**src/rtl/gpio_ctrl_pkg.sv**
```systemverilog
// Shared definitions for the GPIO peripheral: widths, register word offsets, default access state.
package gpio_ctrl_defs;

  localparam int unsigned DATA_W  = 32;
  localparam int unsigned ADDR_W  = 32;
  localparam int unsigned STATE_W = 3;
  localparam int unsigned IDX_W   = 4;

  localparam logic [STATE_W-1:0] MEM_STATE_DEFAULT = 3'd6;

  // Word offsets, i.e. address[5:2]
  localparam logic [IDX_W-1:0] GPIO_OUT     = 4'h0;
  localparam logic [IDX_W-1:0] GPIO_SET     = 4'h1;
  localparam logic [IDX_W-1:0] GPIO_CLR     = 4'h2;
  localparam logic [IDX_W-1:0] GPIO_TGL     = 4'h3;
  localparam logic [IDX_W-1:0] GPIO_IN      = 4'h4;
  localparam logic [IDX_W-1:0] GPIO_RISE_EN = 4'h5;
  localparam logic [IDX_W-1:0] GPIO_FALL_EN = 4'h6;
  localparam logic [IDX_W-1:0] GPIO_STATUS  = 4'h7;
  localparam logic [IDX_W-1:0] GPIO_CTRL    = 4'h8;

endpackage

```
**src/rtl/gpio_ctrl_sync_edge.sv**
```systemverilog
// Two-flop input synchroniser plus previous-value flop with raw edge outputs.
module gpio_sync_edge #(
  parameter int unsigned W = 4
) (
  input  logic         clk,
  input  logic         rst,
  input  logic [W-1:0] pins,
  output logic [W-1:0] sync,
  output logic [W-1:0] rise_raw,
  output logic [W-1:0] fall_raw
);

  logic [W-1:0] s1;
  logic [W-1:0] s2;
  logic [W-1:0] prev;

  // Synchroniser chain and previous-value history
  always_ff @(posedge clk or posedge rst) begin
    if (rst) begin
      s1   <= '0;
      s2   <= '0;
      prev <= '0;
    end else begin
      s1   <= pins;
      s2   <= s1;
      prev <= s2;
    end
  end

  assign sync     = s2;
  assign rise_raw = s2 & ~prev;
  assign fall_raw = ~s2 & prev;

endmodule

```
**src/rtl/gpio_ctrl.sv**
```systemverilog
// Memory-mapped GPIO: set/clear/toggle outputs, synchronised inputs, sticky edge status, level irq.
module gpio_ctrl
  import gpio_ctrl_defs::*;
#(
  parameter int unsigned          N_OUT     = 4,
  parameter int unsigned          N_IN      = 4,
  parameter logic [STATE_W-1:0]   MEM_STATE = MEM_STATE_DEFAULT
) (
  input  logic               clk,
  input  logic               rst,
  input  logic [STATE_W-1:0] state,
  input  logic               enabled,
  input  logic               load_enable,
  input  logic               store_enable,
  input  logic [ADDR_W-1:0]  address,
  input  logic [DATA_W-1:0]  data_in,
  output logic [DATA_W-1:0]  data_out,
  output logic [N_OUT-1:0]   out_pins,
  input  logic [N_IN-1:0]    in_pins,
  output logic               irq
);

  logic             acc;
  logic             wr;
  logic             rd;
  logic [IDX_W-1:0] idx;
  logic [N_OUT-1:0] w_out;
  logic [N_IN-1:0]  w_in;

  logic [N_OUT-1:0] out_q;
  logic [N_IN-1:0]  rise_en_q;
  logic [N_IN-1:0]  fall_en_q;
  logic [N_IN-1:0]  status_q;
  logic             irq_en_q;

  logic [N_OUT-1:0] out_n;
  logic [N_IN-1:0]  rise_en_n;
  logic [N_IN-1:0]  fall_en_n;
  logic [N_IN-1:0]  status_n;
  logic             irq_en_n;
  logic             irq_n;
  logic [DATA_W-1:0] rd_data;

  logic [N_IN-1:0]  in_sync;
  logic [N_IN-1:0]  rise_raw;
  logic [N_IN-1:0]  fall_raw;

  // Address bits outside [5:2] and data bits above the pin widths are not decoded
  logic unused_bits;
  assign unused_bits = ^{address, data_in};

  // Access decode; a store wins when both enables are high
  assign acc   = enabled && (state == MEM_STATE);
  assign wr    = acc && store_enable;
  assign rd    = acc && load_enable && !store_enable;
  assign idx   = address[5:2];
  assign w_out = data_in[N_OUT-1:0];
  assign w_in  = data_in[N_IN-1:0];

  gpio_sync_edge #(
    .W (N_IN)
  ) u_sync (
    .clk      (clk),
    .rst      (rst),
    .pins     (in_pins),
    .sync     (in_sync),
    .rise_raw (rise_raw),
    .fall_raw (fall_raw)
  );

  // Register next-state: store decode, then edge capture (set beats W1C)
  always_comb begin
    out_n     = out_q;
    rise_en_n = rise_en_q;
    fall_en_n = fall_en_q;
    status_n  = status_q;
    irq_en_n  = irq_en_q;
    if (wr) begin
      case (idx)
        GPIO_OUT:     out_n     = w_out;
        GPIO_SET:     out_n     = out_q | w_out;
        GPIO_CLR:     out_n     = out_q & ~w_out;
        GPIO_TGL:     out_n     = out_q ^ w_out;
        GPIO_RISE_EN: rise_en_n = w_in;
        GPIO_FALL_EN: fall_en_n = w_in;
        GPIO_STATUS:  status_n  = status_q & ~w_in;
        GPIO_CTRL:    irq_en_n  = data_in[0];
        default:      ;
      endcase
    end
    status_n = status_n | (rise_raw & rise_en_q) | (fall_raw & fall_en_q);
    irq_n    = irq_en_n && (|status_n);
  end

  // Load data mux; write-only and unmapped offsets read zero
  always_comb begin
    rd_data = '0;
    case (idx)
      GPIO_OUT:     rd_data = DATA_W'(out_q);
      GPIO_IN:      rd_data = DATA_W'(in_sync);
      GPIO_RISE_EN: rd_data = DATA_W'(rise_en_q);
      GPIO_FALL_EN: rd_data = DATA_W'(fall_en_q);
      GPIO_STATUS:  rd_data = DATA_W'(status_q);
      GPIO_CTRL:    rd_data = DATA_W'(irq_en_q);
      default:      rd_data = '0;
    endcase
  end

  // Register state, load data and interrupt
  always_ff @(posedge clk or posedge rst) begin
    if (rst) begin
      out_q     <= '0;
      rise_en_q <= '0;
      fall_en_q <= '0;
      status_q  <= '0;
      irq_en_q  <= 1'b0;
      irq       <= 1'b0;
      data_out  <= '0;
    end else begin
      out_q     <= out_n;
      rise_en_q <= rise_en_n;
      fall_en_q <= fall_en_n;
      status_q  <= status_n;
      irq_en_q  <= irq_en_n;
      irq       <= irq_n;
      if (rd) begin
        data_out <= rd_data;
      end
    end
  end

  assign out_pins = out_q;

endmodule

```
**config.mk**
```make
export PLATFORM = sky130hd
export DESIGN_NAME = gpio_ctrl
export DESIGN_NICKNAME = d
export VERILOG_FILES = /design/src/rtl/gpio_ctrl_pkg.sv /design/src/rtl/gpio_ctrl_sync_edge.sv /design/src/rtl/gpio_ctrl.sv
export SDC_FILE = /design/constraint.sdc
export NUM_CORES = 1
export LEC_CHECK = 0
export ABC_CLOCK_PERIOD_IN_PS = 1690
export BUFFER_PORTS_ARGS = -buffer_cell sky130_fd_sc_hd__buf_4
export CORE_MARGIN = 2
export CORE_UTILIZATION = 40
export CTS_CLUSTER_SIZE = 14
export DETAILED_ROUTE_END_ITERATION = 8
export GPL_ROUTABILITY_DRIVEN = 0
export PLACE_DENSITY = 0.73
export RECOVER_POWER = 25
export SYNTH_ARGS = -nofsm -noshare
export SYNTH_HDL_FRONTEND = slang
export SYNTH_SLANG_ARGS = --single-unit
```
**constraint.sdc**
```tcl
create_clock -name clk -period 1.69 [get_ports clk]
set_clock_uncertainty 0.2 [all_clocks]
set_input_delay 0.338 -clock clk [delete_from_list [all_inputs] [get_ports clk]]
set_output_delay 0.338 -clock clk [all_outputs]
set_load 0.01 [all_outputs]
```
==> summary.md <==
| Metric | Value |
|---|---|
| Yosys top cell by area | `dfrtp_1` |
| Drc violations | `0` |
| Hold Path Origin | `u_sync.s1[2]` |
| CTS sink count | `34` |
| CTS tree | `built` |
| Fill count | `417` |
| Post-synth ARST share | `100.0%` |
| Clock power share | `30.8%` |
| Highest Clock Rate | `575.4 MHz` |
| Netlist Area Pre-Place | `1956 um^2` |
| First-pass DRT Iterations | `4` |
| Port-buffer cells | `28` |
| Final hold vios | `0` |
| Die width | `73.92 um` |
| Antenna violations before repair | `0` |
| WP data arrival | `1.71 ns` |
| Post-synthesis register bit count | `34` |
| Hold Crit Class | `flop to flop` |
| Fin worst setup slack | `-0.04784 ns` |
| Pin count of the biggest net entering global routing | `35` |
| Internal | `1.474 mW` |
| Status | `finished with violations` |
| Gr ovfl total | `0` |
| Crit. End Element | `flop` |
| Share of layout cells above drive strength 1 | `40.74%` |
| Peak supply drop | `478.4 uV` |
| Final Slew Violations | `0` |
| Hold path cells | `0` |
| GRT Total Usage | `15.14%` |
| Inserted Diodes | `0` |
| R2R cell count | `4` |
| Synth Instances | `158` |
| Tightest Pin Transition | `0.7368 ns` |
| # rows | `25` |
| Power share of the sequential group | `between 40% and 50%` |
| Largest fanout on the critical path | `5` |
| Min Hold Slack | `roughly 0.15 ns` |
| Io pins | `113` |
| Count leader, synth | `dfrtp_1` |
| First-pass GRT wire length | `6072 um` |
| Detailed-route wire length per cell | `13.36 um` |
| RSZ-0062 raised after global routing | `true` |
| Core Footprint | `4723 um^2` |
| H-tree depth | `2` |
| Number of synthesized flops with an enable pin | `0` |
| Tmin final | `1.738 ns` |
| Netlist cell types | `31` |
| Skew-Pair Late Insertion Delay | `0.29 ns` |
| Fin nets | `299` |
| Yosys top cell area share | `between 40% and 50%` |
| Period utilisation layout | `102.8%` |
| Initial DRC count | `86` |
| Worst setup path class | `input pin to flop` |
| Area contributors post-synth | `dfrtp_1 44%, buf_4 11%, mux4_2 9.2%, mux2_4 6.1%, ha_1 5.1%` |
| Sw Share | `26.68%` |
| Slew headroom | `50.88%` |
| Root Driver | `clkbuf_8` |
| Max-cap violations | `0` |
| Avg Cell Area, Syn | `12.38 um^2` |
| Final setup violation count | `13` |
| Die Y-Extent | `73.92 um` |
| Total number of vias | `around 1300` |
| RR Endpoint | `out_pins[1]` |
| Reg-to-Reg Start | `out_pins[1]` |
| Reg clk slew, reported paths | `0.07 ns` |
| Seq/Total Area, Yosys | `43.51%` |
| Leakage power | `1.265 nW` |
| Ys flop type | `dfrtp_1` |
| Clock tree buffer depth | `2` |
| WL final | `3782 um` |
| Die Area | `5464 um^2` |
| PwrDens | `around 820 nW/um^2` |
| Yosys warning count | `0` |
| Comb power frac | `22.2%` |
| Worst Hold Path EP | `u_sync.sync[2]` |
| Startpoint types | `input pin` |
| Vias per cell | `4.671` |
| Synth top cells by count | `34 x dfrtp_1, 29 x buf_4, 13 x inv_1` |
| Post-DP HPWL | `~2700 um` |
| R2r setup slk | `-0.04 ns` |
| Failing checks | `negative setup slack` |
| Vias in the first global route | `roughly 1300` |
| NetSw | `0.5363 mW` |
| DRT antenna net count | `0` |
| Overall Power | `2.010 mW` |
| Required time of the critical path | `1.66 ns` |
| Area growth, synth to finish | `25.59%` |
| CTS Buf Count | `5` |
| Starting Density | `41.40%` |
## cells by family (layout without fill, tap and decap cells)
logic type,after synthesis,count (layout),synth area share [%]
buffers and inverters,46,77,15.61
flip-flops,34,34,43.51
AND/OR/NAND/NOR,29,29,9.917
multiplexers,21,21,18.23
AO/OA/AOI/OAI,19,19,7.422
adder cells (fa/ha/maj),8,8,5.119
other,1,28,0.1918
## per-layer routing
layer | vias to the layer above | wire, um | global-route usage (%)
li1 | 617 | - | -
met3 | 9 | 200 | 5.213
met4 | 0 | 72 | 6.061
met2 | 47 | 1888 | 25.50
met1 | 649 | 1620 | 17.70
met5 | - | 0 | 0
## cell type report
| cell class | instances | area, um^2 | area share [%] |
|---|---|---|---|
| flip-flops and latches | 34 | 852.1 | 34.69 |
| clock inverters | 1 | 5.005 | 0.2038 |
| clock buffers | 7 | 86.33 | 3.515 |
| inverters | 13 | 48.80 | 1.987 |
| repair buffers | 56 | 442.9 | 18.03 |
| multi-input cells | 105 | 937.1 | 38.16 |
| well taps | 67 | 83.83 | 3.413 |
## how the worst max path moves through the flow
stage | from | end | cells past startpoint
2_1_floorplan | state[0] | rise_en_q[0] | 5
3_5_place_dp | state[0] | fall_en_q[2] | 5
6_report | state[0] | rise_en_q[1] | 5
4_1_cts | out_pins[1] | out_pins[1] | 4
3_3_place_gp | state[0] | fall_en_q[1] | 5
5_1_grt | out_pins[2] | out_pins[2] | 4
## stage by stage
| stage | cells | setup slack, ns | setup TNS, ns | area (um^2) | util [%] |
|---|---|---|---|---|---|
| floorplan | 185 | -0.1086 | -1.096 | 2062 | - |
| global placement | 267 | -0.3039 | -3.695 | 2258 | 47.81 |
| detailed placement | 267 | -0.3084 | -3.824 | 2258 | 47.81 |
| CTS | 282 | -0.04778 | -0.1315 | 2440 | 51.66 |
| global route | 283 | -0.09275 | -0.8892 | 2456 | 52.00 |
| finish | 283 | -0.04784 | -0.4724 | 2456 | 52.00 |
## worst max-delay path, stage by stage
cell	delay [ns]
clkbuf_4	0.10
and4b_1	0.38
nand3_2	0.13
or3b_4	0.44
mux2_4	0.31
## state kept, by name (all words and copies together), names as in the netlist
| register | cells |
|---|---|
| out_pins | 4 |
| fall_en_q | 4 |
| u_sync.sync | 4 |
| u_sync.s1 | 4 |
| data_out | 4 |
| irq | 1 |
| irq_en_q | 1 |
| status_q | 4 |
| u_sync.prev | 4 |
| rise_en_q | 4 |
## power groups by stage
stage | clock (mW) | combinational, mW | sequential (mW)
final | 0.619 | 0.445 | 0.945
after global routing | 0.677 | 0.494 | 0.956
after CTS | 0.640 | 0.440 | 0.945
after detailed placement | 0 | 0.407 | 0.961
after global placement | 0 | 0.395 | 0.957
after floorplan | 0 | 0.279 | 0.963
## repair_timing
| action | CTS | global route |
|---|---|---|
| setup endpoints to repair | 12 | 5 |
| resized for setup | 6 | 2 |
| pin swaps | 2 | 3 |
| buffers inserted | 2 | 1 |
| gates cloned | 0 | 0 |
| hold buffers | 5 | 0 |
| hold endpoints to repair | 38 | 0 |
## cell usage in the layout, fill, tap and decap left out, drive strengths merged
master / Yosys / routed
and3: 4 / 4
and2b: 1 / 1
and4b: 1 / 1
dfrtp: 34 / 34
buf: 33 / 46
inv: 13 / 13
nand2: 5 / 5
a21o: 4 / 4
nand4: 5 / 5
mux4: 8 / 8
o41ai: 1 / 1
or3b: 2 / 2
mux2: 13 / 13
a211oi: 1 / 1
a21boi: 2 / 2
clkinv: 0 / 1
dlygate4sd3: 0 / 5
nand3b: 5 / 5
o41a: 1 / 1
conb: 1 / 28
clkbuf: 0 / 12
nor3: 1 / 1
ha: 8 / 8
a22o: 6 / 6
o21ai: 4 / 4
nor2: 2 / 2
and2: 1 / 1
nand3: 2 / 2
No activity file was read; power rests on OpenSTA's default activity.
